### config.mk
export PLATFORM = sky130hd
export DESIGN_NAME = sfp_row_seq
export DESIGN_NICKNAME = d
export VERILOG_FILES = /design/src/rtl/sfp_row_seq.sv
export SDC_FILE = /design/constraint.sdc
export NUM_CORES = 1
export LEC_CHECK = 0
export CAP_MARGIN = 20
export CORE_AREA = 4 4 45 47
export DETAILED_ROUTE_END_ITERATION = 12
export DIE_AREA = 0 0 49 51
export PLACE_DENSITY = 0.77
export SLEW_MARGIN = 20
export SYNTH_ARGS = -nofsm -noshare
export SYNTH_HDL_FRONTEND = slang
export SYNTH_SLANG_ARGS = --single-unit
export TNS_END_PERCENT = 30
### constraint.sdc
create_clock -name clk -period 1.7 [get_ports clk]
set_input_delay 0.34 -clock clk [delete_from_list [all_inputs] [get_ports clk]]
set_output_delay 0.34 -clock clk [all_outputs]
set_load 0.005 [all_outputs]
### src/rtl/sfp_row_seq.sv
// sfp_row_seq: sequences one sfp_row normalisation datapath over a tile of
// num_rows psum rows. It accumulates the per-row sums, optionally exchanges
// sums with a peer core, then replays the rows through the divider.
module sfp_row_seq #(
  parameter int num_rows = 8,
  parameter int cnt_bw   = 4
) (
  input  logic              clk,
  input  logic              reset,
  input  logic              start,
  input  logic              single_core,
  input  logic              in_valid,
  output logic              in_rd,
  output logic              acc,
  output logic              div,
  output logic              fifo_ext_rd,
  output logic              sum_ready,
  input  logic              peer_sum_ready,
  output logic              out_valid,
  output logic [cnt_bw-1:0] row_idx,
  output logic              busy,
  output logic              done
);

  typedef enum logic [2:0] {
    IDLE,
    ACC,
    SYNC,
    XCHG,
    DIV,
    DRAIN,
    DONE
  } state_t;

  localparam logic [cnt_bw-1:0] last_row = cnt_bw'(num_rows - 1);

  state_t            state, next_state;
  logic [cnt_bw-1:0] cnt, cnt_next;
  logic              single_q, single_next;
  logic              at_last;

  assign at_last = (cnt == last_row);

  // Next-state decode plus the pulse outputs that follow state and in_valid.
  always_comb begin
    next_state  = state;
    cnt_next    = cnt;
    single_next = single_q;
    acc         = 1'b0;
    div         = 1'b0;
    fifo_ext_rd = 1'b0;
    in_rd       = 1'b0;
    case (state)
      IDLE: begin
        if (start) begin
          cnt_next    = '0;
          single_next = single_core;
          next_state  = ACC;
        end
      end
      ACC: begin
        acc   = in_valid;
        in_rd = in_valid;
        if (in_valid) begin
          if (at_last) begin
            cnt_next   = '0;
            next_state = single_q ? DIV : SYNC;
          end else begin
            cnt_next = cnt + 1'b1;
          end
        end
      end
      SYNC: begin
        if (peer_sum_ready) begin
          next_state = XCHG;
        end
      end
      XCHG: begin
        fifo_ext_rd = 1'b1;
        if (at_last) begin
          cnt_next   = '0;
          next_state = DIV;
        end else begin
          cnt_next = cnt + 1'b1;
        end
      end
      DIV: begin
        div   = in_valid;
        in_rd = in_valid;
        if (in_valid) begin
          if (at_last) begin
            cnt_next   = '0;
            next_state = DRAIN;
          end else begin
            cnt_next = cnt + 1'b1;
          end
        end
      end
      DRAIN: begin
        next_state = DONE;
      end
      DONE: begin
        next_state = IDLE;
      end
      default: begin
        next_state = IDLE;
      end
    endcase
  end

  // State, counter and registered outputs; out_valid trails each divide by one cycle.
  always_ff @(posedge clk) begin
    if (reset) begin
      state     <= IDLE;
      cnt       <= '0;
      single_q  <= 1'b0;
      sum_ready <= 1'b0;
      out_valid <= 1'b0;
      row_idx   <= '0;
    end else begin
      state     <= next_state;
      cnt       <= cnt_next;
      single_q  <= single_next;
      sum_ready <= (next_state == SYNC);
      out_valid <= div;
      if (div) begin
        row_idx <= cnt;
      end
    end
  end

  assign busy = (state != IDLE);
  assign done = (state == DONE);

endmodule

==> impl_metrics.tcl, run 1 <==
set metrics [dict create \
    status "finished with violations" \
    violations "setup timing" \
    synth_edf_count 0 \
    wl_per_cell_um 12.7 \
    port_buffers 17 \
    hold_depth 2 \
    overflow 0 \
    hold_path_class "flop to flop" \
    crit_type "flop to output pin" \
    routed_wl_mm 1.64 \
    syn_nets 90 \
    skew_ns 0.00403 \
    cts_hold_repair.buffers 0 \
    leakagePower_nw 0.435 \
    slew_viol_final 0 \
    end_kind "output pin" \
    highest_layer "met4" \
    cp-startpoint "state[0]$_SDFF_PP0_" \
    ctsLongestPathBuffers 2 \
    cts-root-buf "clkbuf_4" \
    grt_setup_unrepaired "yes" \
    floorplan.initialDensity_pct 42.7 \
    final_cells 129 \
    worst-path-max-fanout 5 \
    grt_antenna_before_repair 0 \
    grt_usage_pct 13.8 \
    dp_slack_ns -0.317 \
    crit_chain "nor2_4 > nand3_4 > clkinv_4 > clkdlybuf4s50_1" \
    cts_buffers 3 \
    worstReg2RegStart "state[0]$_SDFF_PP0_" \
    setup_ws_ns -0.0960 \
    clock_latency_ns 0.27 \
    power_density_nw_per_um2 637 \
    h-tree-depth 1 \
    wl_met3_um 109 \
    drv_cap 0 \
    gp_congestion 0.789 \
    dieArea_um2 2500 \
    grt_max_degree 11 \
    nets 120 \
    antenna_cells 0 \
    wl_met1_um 727 \
    syn_inst 83 \
    final-hold-violation-count 0 \
    final.period_utilization_pct 106 \
    drive_gt1_share_pct 25.0 \
    reg2regPathDepth 6 \
    worstHoldStart "row_idx[2]$_SDFFE_PP0P_" \
    max_stage_delay_ns 0.50 \
    tightestPinTransition_ns 0.282 \
    period_minus_slack_ns 1.80 \
    std_cell_rows 15 \
    start_kind "flop" \
    tritoncts "built" \
    core_region_area_um2 1650 \
    ys.flop_type "dfxtp_1" \
    cts.clk_slew.worst_paths_ns 0.09 \
    finalSetupTns_ns -0.0960 \
    ioPinCount 18 \
    synthArstFlopShare_pct 0 \
    ys_warn_count 0 \
    final_util_pct 61.6 \
    grt_first_pass_wirelength_mm 2.75 \
    most-common-layout-cells "nand2_1, clkdlybuf4s50_1, buf_4" \
    ir_drop_mv 0.355 \
    die_x_um 49 \
    power.total_mw 0.648 \
    ant_nets 0 \
    dieHeight_um 51 \
    area_growth_pct 44.1 \
    required_ns 1.36 \
    dp_hpwl_mm 1.25 \
    layout_commonest_cell "nand2_1" \
    first_pass_iters 4 \
    ys_ff_latch 14 \
    fmax_ghz 0.557 \
    dr_wl_met2_um 770 \
    dp.cells 125 \
    dr.first_iter.drc_count 19 \
    route.detailed.drc 0 \
    cp_data_arrival_time_ns 1.46 \
    max_slew_margin_pct 81.1 \
    synthesis.area_um2 706 \
    setup_viol 1 \
    cts.sinks 14 \
    via_per_inst 5.38 \
    ys_types 32 \
    avgSynthCellArea_um2 8.50 \
    grt_pass1_vias 625 \
    crit_path_top_delay_cell "clkdlybuf4s50_1" \
    vias 694 \
    synth_seq_area_share_pct 39.7 \
]
## timing repair
action                                  CTS  global route
resized for setup                         8             9
endpoints found under the setup margin    7             6
cloned                                    0             0
buffers inserted                          0             0
## registers in the layout (all words and copies together), names as in the netlist
name / flops
sum_ready: 1
row_idx: 4
state: 3
single_q: 1
cnt: 4
out_valid: 1
## report_power, final
| group | internal (mW) | leakage [nW] | switching, mW |
|---|---|---|---|
| Sequential | 0.329 | 0.116 | 0.00625 |
| Clock | 0.130 | 0.0210 | 0.105 |
| Combinational | 0.0428 | 0.298 | 0.0339 |
| Total | 0.502 | 0.435 | 0.146 |
## final timing paths
| check | endpoint | slack (ns) |
|---|---|---|
| min | row_idx[2]$_SDFFE_PP0P_ | 0.46 |
| max | div | -0.1 |
| max reg2reg | cnt[3]$_SDFFE_PP0P_ | 0.15 |
| min reg2reg | row_idx[2]$_SDFFE_PP0P_ | 0.46 |
## logic make-up (layout without fill, tap and decap cells)
kind of cell | after synthesis | count (layout) | synth area share (%)
AND/OR/NAND/NOR | 41 | 41 | 33.9
flip-flops | 14 | 14 | 39.7
buffers and inverters | 6 | 35 | 4.26
adder cells (fa/ha/maj) | 1 | 1 | 1.77
AO/OA/AOI/OAI | 18 | 18 | 16.1
multiplexers | 3 | 3 | 4.26
## critical path: cells and delay by family (launching register included)
family | cells | cell delay [ns]
buffers and inverters | 2 | 0.58
flip-flops | 1 | 0.37
AND/OR/NAND/NOR | 2 | 0.22
## layer usage
metal / vias to the layer above / GRT usage, %
met2: 26 / 22.2
li1: 347 / -
met1: 316 / 17.6
met3: 5 / 2.62
met5: - / 0
met4: 0 / 6.73
## cell usage after synthesis (2+ instances only)
cell type	count	share of area [%]
inv_1	2	1.1
a31oi_1	2	1.8
or3_1	3	2.7
buf_2	2	1.4
and2_1	2	1.8
dfxtp_1	14	40
mux2i_1	3	4.3
a211oi_1	2	2.1
nor2_1	7	3.7
nand3b_1	2	2.1
a21oi_1	9	6.4
o21ai_0	2	1.4
nor2b_1	2	1.8
nand2_1	12	6.4
nand2b_1	2	1.8
## metrics by stage
stage / cell area, um^2 / hold WS [ns]
CTS: 1000 / 0.459
detailed placement: 966 / 0.446
global placement: 966 / 0.443
finish: 1020 / 0.456
global route: 1020 / 0.484
floorplan: 706 / 0.417
## final cells by class
class / count / area, um^2
clock buffers: 4 / 36.3
fillers: 150 / 634
inverters: 3 / 16.3
multi-input cells: 63 / 400
flip-flops and latches: 14 / 293
well taps: 17 / 21.3
repair buffers: 28 / 250
Note: power is estimated with default switching activity, not from simulation.
==> inputs of run 2 (changes only) <==
GPL_TIMING_DRIVEN = 0   (was unset)
==> impl_metrics.tcl, run 2 (synthesis gave the netlist of run 1 again) <==
set metrics [dict create \
    core_region_area_um2 1650 \
    layout_commonest_cell "nand2_1" \
    drive_gt1_share_pct 22.4 \
    ant_nets 0 \
    end_kind "output pin" \
    leakagePower_nw 0.393 \
    fmax_ghz 0.599 \
    dp.cells 117 \
    cts_buffers 3 \
    power_density_nw_per_um2 658 \
    gp_congestion 0.854 \
    multi_input_area_um2 408 \
    dp_slack_ns -0.332 \
    worst-path-max-fanout 10 \
    grt_pass1_vias 580 \
    postLayoutCellArea_um2 978 \
    most-common-layout-cells "nand2_1, dfxtp_1, clkdlybuf4s50_1" \
    port_buffers 17 \
    grt_usage_pct 13.4 \
    wl_per_cell_um 12.3 \
    ir_drop_mv 0.331 \
    reg2regPathDepth 7 \
    grt_first_pass_wirelength_mm 2.62 \
    area_growth_pct 38.7 \
    clock_latency_ns 0.28 \
    tritoncts "built" \
    skew_ns 0.00188 \
    final_cells 124 \
    die_x_um 49 \
    final.period_utilization_pct 98.2 \
    worstReg2RegStart "state[1]$_SDFF_PP0_" \
    dieHeight_um 51 \
    overflow 0 \
    route.detailed.drc 0 \
    use_met3_pct 2.62 \
    cts-root-buf "clkbuf_4" \
    tightestPinTransition_ns 0.480 \
    vias 656 \
    status "completed" \
    gr-max-usage-layer "met2" \
    postPlaceCellArea_um2 897 \
    ff_latch_area_um2 289 \
    ctsLongestPathBuffers 2 \
    fill_cells 155 \
    use_met1_pct 16.5 \
    routed_wl_mm 1.52 \
    period_minus_slack_ns 1.67 \
    crit_type "flop to output pin" \
    drv_cap 0 \
    dieArea_um2 2500 \
    required_ns 1.36 \
    setup_ws_ns 0.0304 \
    cts.clk_slew.worst_paths_ns 0.09 \
    hold_path_class "flop to flop" \
    setup_viol 0 \
    dr.first_iter.drc_count 13 \
    reg_top3 "cnt: 4 flops, row_idx: 4 flops, state: 3 flops" \
    first_pass_iters 5 \
    r2r_end "cnt[3]$_SDFFE_PP0P_" \
    cts.sinks 14 \
    r2r_slack_ns 0.14 \
    grt_max_degree 11 \
    gr-usage-met2_pct 21.3 \
    max_slew_margin_pct 67.9 \
    h-tree-depth 1 \
    crit_end "busy" \
    antenna_cells 0 \
    grt_antenna_before_repair 0 \
    start_kind "flop" \
    floorplan.initialDensity_pct 42.7 \
    cp-startpoint "state[1]$_SDFF_PP0_" \
    dp_hpwl_mm 1.12 \
    std_cell_rows 15 \
    nets 115 \
    slew_viol_final 0 \
    final-hold-violation-count 0 \
    via_per_inst 5.29 \
    cp_data_arrival_time_ns 1.33 \
    ioPinCount 18 \
    grt_setup_unrepaired "yes" \
]
[run 2: area by class of cell]
| type | count | share of cell area, % |
|---|---|---|
| plain buffers | 3 | 3.07 |
| repair buffers | 20 | 18.2 |
| multi-input cells | 63 | 41.7 |
| well taps | 17 | 2.17 |
| flip-flops and latches | 14 | 29.5 |
| inverters | 3 | 1.66 |
| clock buffers | 4 | 3.71 |
[run 2: power breakdown]
group	switching, mW	internal (mW)	total [mW]
Clock	0.110	0.130	0.241
Combinational	0.0300	0.0347	0.0646
Sequential	0.00766	0.331	0.338
Total	0.148	0.496	0.644
[run 2: timing repair]
item / in CTS / in global routing
endpoints found under the setup margin: 6 / 4
gates resized for setup: 18 / 8
hold buffers: 0 / 0
buffers inserted: 2 / 1
pin swaps: 1 / 0
[run 2: worst max-delay path: stages, from the launching register on]
cell and delay (ns):
dfxtp_4 0.36, buf_8 0.13, or3_2 0.44, clkbuf_2 0.12
[run 2: metrics by stage]
| stage | total power, mW | util [%] | setup TNS, ns | hold slack (ns) |
|---|---|---|---|---|
| 2_1_floorplan | 0.381 | - | 0 | 0.417 |
| 5_1_grt | 0.674 | 59.2 | -0.0583 | 0.486 |
| 4_1_cts | 0.652 | 59.0 | -0.233 | 0.459 |
| 6_report | 0.644 | 59.2 | 0 | 0.458 |
| 3_5_place_dp | 0.412 | 54.3 | -1.73 | 0.447 |
| 3_3_place_gp | 0.410 | 54.3 | -1.60 | 0.444 |
[run 2: worst min path at each step]
stage	startpoint	end	slack [ns]	depth (start not counted)
4_1_cts	row_idx[0]$_SDFFE_PP0P_	row_idx[0]$_SDFFE_PP0P_	0.46	2
2_1_floorplan	reset	state[1]$_SDFF_PP0_	0.42	1
3_3_place_gp	row_idx[0]$_SDFFE_PP0P_	row_idx[0]$_SDFFE_PP0P_	0.44	2
6_report	row_idx[0]$_SDFFE_PP0P_	row_idx[0]$_SDFFE_PP0P_	0.46	2
5_1_grt	row_idx[3]$_SDFFE_PP0P_	row_idx[3]$_SDFFE_PP0P_	0.49	2
3_5_place_dp	row_idx[0]$_SDFFE_PP0P_	row_idx[0]$_SDFFE_PP0P_	0.45	2
[run 2: layer usage]
metal	part of all wire, %	vias to the layer above
li1	-	342
met1	47	299
met2	47	11
met3	3.6	4
met4	1.9	0
met5	0	-
==> inputs of run 3 (changes only) <==
PLACE_DENSITY = 0.78   (was 0.77)
==> impl_metrics.tcl, run 3 (synthesis gave the netlist of run 1 again) <==
set metrics [dict create \
    status "completed" \
    whs_ns 0.457 \
    tightestPinTransition_ns 0.506 \
    h-tree-depth 1 \
    antenna_cells 0 \
    dr.first_iter.drc_count 18 \
    ctsLongestPathBuffers 2 \
    period_minus_slack_ns 1.59 \
    dieArea_um2 2500 \
    worst-path-max-fanout 10 \
    most-common-layout-cells "nand2_1, dfxtp_1, clkdlybuf4s50_1" \
    cp.buffers_inverters 2 \
    whs_endpoint "row_idx[2]$_SDFFE_PP0P_" \
    r2r_slack_ns 0.14 \
    via_per_inst 5.32 \
    nets 119 \
    final-hold-violation-count 0 \
    power.total_mw 0.651 \
    critPathTopFamily "flip-flops" \
    grt_setup_unrepaired "no" \
    r2r_end "sum_ready$_SDFF_PP0_" \
    drive_gt1_share_pct 26.1 \
    worstReg2RegStart "cnt[1]$_SDFFE_PP0P_" \
    std_cell_rows 15 \
    die_x_um 49 \
    overflow 0 \
    grt_pass1_vias 662 \
    core_region_area_um2 1650 \
    grt_max_degree 11 \
    fmax_ghz 0.628 \
    ir_drop_mv 0.565 \
    grt_antenna_before_repair 0 \
    grt_usage_pct 14.9 \
    grt_first_pass_wirelength_mm 2.89 \
    worstHoldStart "row_idx[2]$_SDFFE_PP0P_" \
    ioPinCount 18 \
    reg2regPathDepth 5 \
    slew_viol_final 0 \
    dieHeight_um 51 \
    cts.sinks 14 \
    hold_depth 2 \
    crit_chain "buf_6 > or2b_1 > o21ai_0 > clkbuf_2" \
    max_stage_delay_ns 0.33 \
    power_density_nw_per_um2 655 \
    route.detailed.drc 0 \
    gp_congestion 0.781 \
    skew_ns 0.00225 \
    cp_data_arrival_time_ns 1.25 \
    drv_cap 0 \
    tritoncts "built" \
    start_kind "flop" \
    floorplan.initialDensity_pct 42.7 \
    max_slew_margin_pct 66.2 \
    crit_path_top_delay_cell "dfxtp_2" \
    final.period_utilization_pct 93.6 \
    reg_top3 "cnt: 4 flops, row_idx: 4 flops, state: 3 flops" \
    port_buffers 17 \
    leakagePower_nw 0.399 \
    cts.clk_slew.worst_paths_ns 0.08 \
    wl_per_cell_um 13.2 \
    vias 681 \
    cts-root-buf "clkbuf_4" \
    setup_viol 0 \
    crit_type "flop to output pin" \
    hold_path_class "flop to flop" \
    ant_nets 0 \
    end_kind "output pin" \
    clock_latency_ns 0.29 \
    area_growth_pct 40.8 \
    dp_hpwl_mm 1.18 \
    required_ns 1.36 \
    cts_buffers 3 \
    cts_hold_repair.buffers 0 \
    routed_wl_mm 1.69 \
    layout_commonest_cell "nand2_1" \
    first_pass_iters 4 \
]
[run 3: cell count changes in the layout (fill, tap and decap cells not counted), sizes merged]
cell and change:
dlygate4sd2 +1, buf +4, clkbuf +1, clkdlybuf4s15 -1
dlymetal6s2s -1
[run 3: worst min-delay path, delay by kind of cell, from the launching register on]
kind | cells | cell delay [ns]
compound gates | 1 | 0.05
flops | 1 | 0.32
simple gates | 1 | 0.05
[run 3: what timing repair did]
action | CTS | global route
pin swaps | 2 | 0
setup buffers | 7 | 0
endpoints found under the hold margin | 0 | 0
setup endpoints to repair | 6 | 5
resized for setup | 19 | 8
[run 3: metrics by stage]
stage	util (%)	instances	TNS (ns)	instance area (um^2)	setup WS, ns
floorplan	-	83	0	706	0.247
global placement	54.3	117	-1.70	897	-0.362
detailed placement	54.3	117	-2.06	897	-0.370
CTS	60.8	128	-0.0619	1000	-0.0619
global route	60.2	128	0	993	0.0160
finish	60.2	128	0	993	0.108
[run 3: per-layer routing]
metal	routed length, um	part of all wire, %	GRT usage [%]	vias to the layer above
met3	85	5.0	4.37	5
met2	861	51	26.5	20
li1	-	-	-	344
met5	0	0	0	-
met4	34	2.0	6.73	0
met1	708	42	16.2	312
[run 3: power breakdown]
part / switching (mW) / internal, mW / total, mW
Sequential: 0.00724 / 0.331 / 0.338
Combinational: 0.0313 / 0.0359 / 0.0672
Clock: 0.114 / 0.131 / 0.245
[run 3: worst max-delay path by stage]
stage,start,endpoint,slack (ns),cells after the start
detailed placement,in_valid,in_rd,-0.37,4
global route,cnt[1]$_SDFFE_PP0P_,sum_ready$_SDFF_PP0_,0.02,5
CTS,state[1]$_SDFF_PP0_,busy,-0.06,3
floorplan,state[2]$_SDFF_PP0_,cnt[3]$_SDFFE_PP0P_,0.25,5
finish,state[2]$_SDFF_PP0_,in_rd,0.11,4
global placement,in_valid,in_rd,-0.36,4
[run 3: final cells by class]
cell class | instances | area (um^2)
fillers | 143 | 658
repair buffers | 24 | 199
multi-input cells | 63 | 404
clock buffers | 4 | 36.3
inverters | 3 | 16.3
well taps | 17 | 21.3
flip-flops and latches | 14 | 290
plain buffers | 3 | 26.3
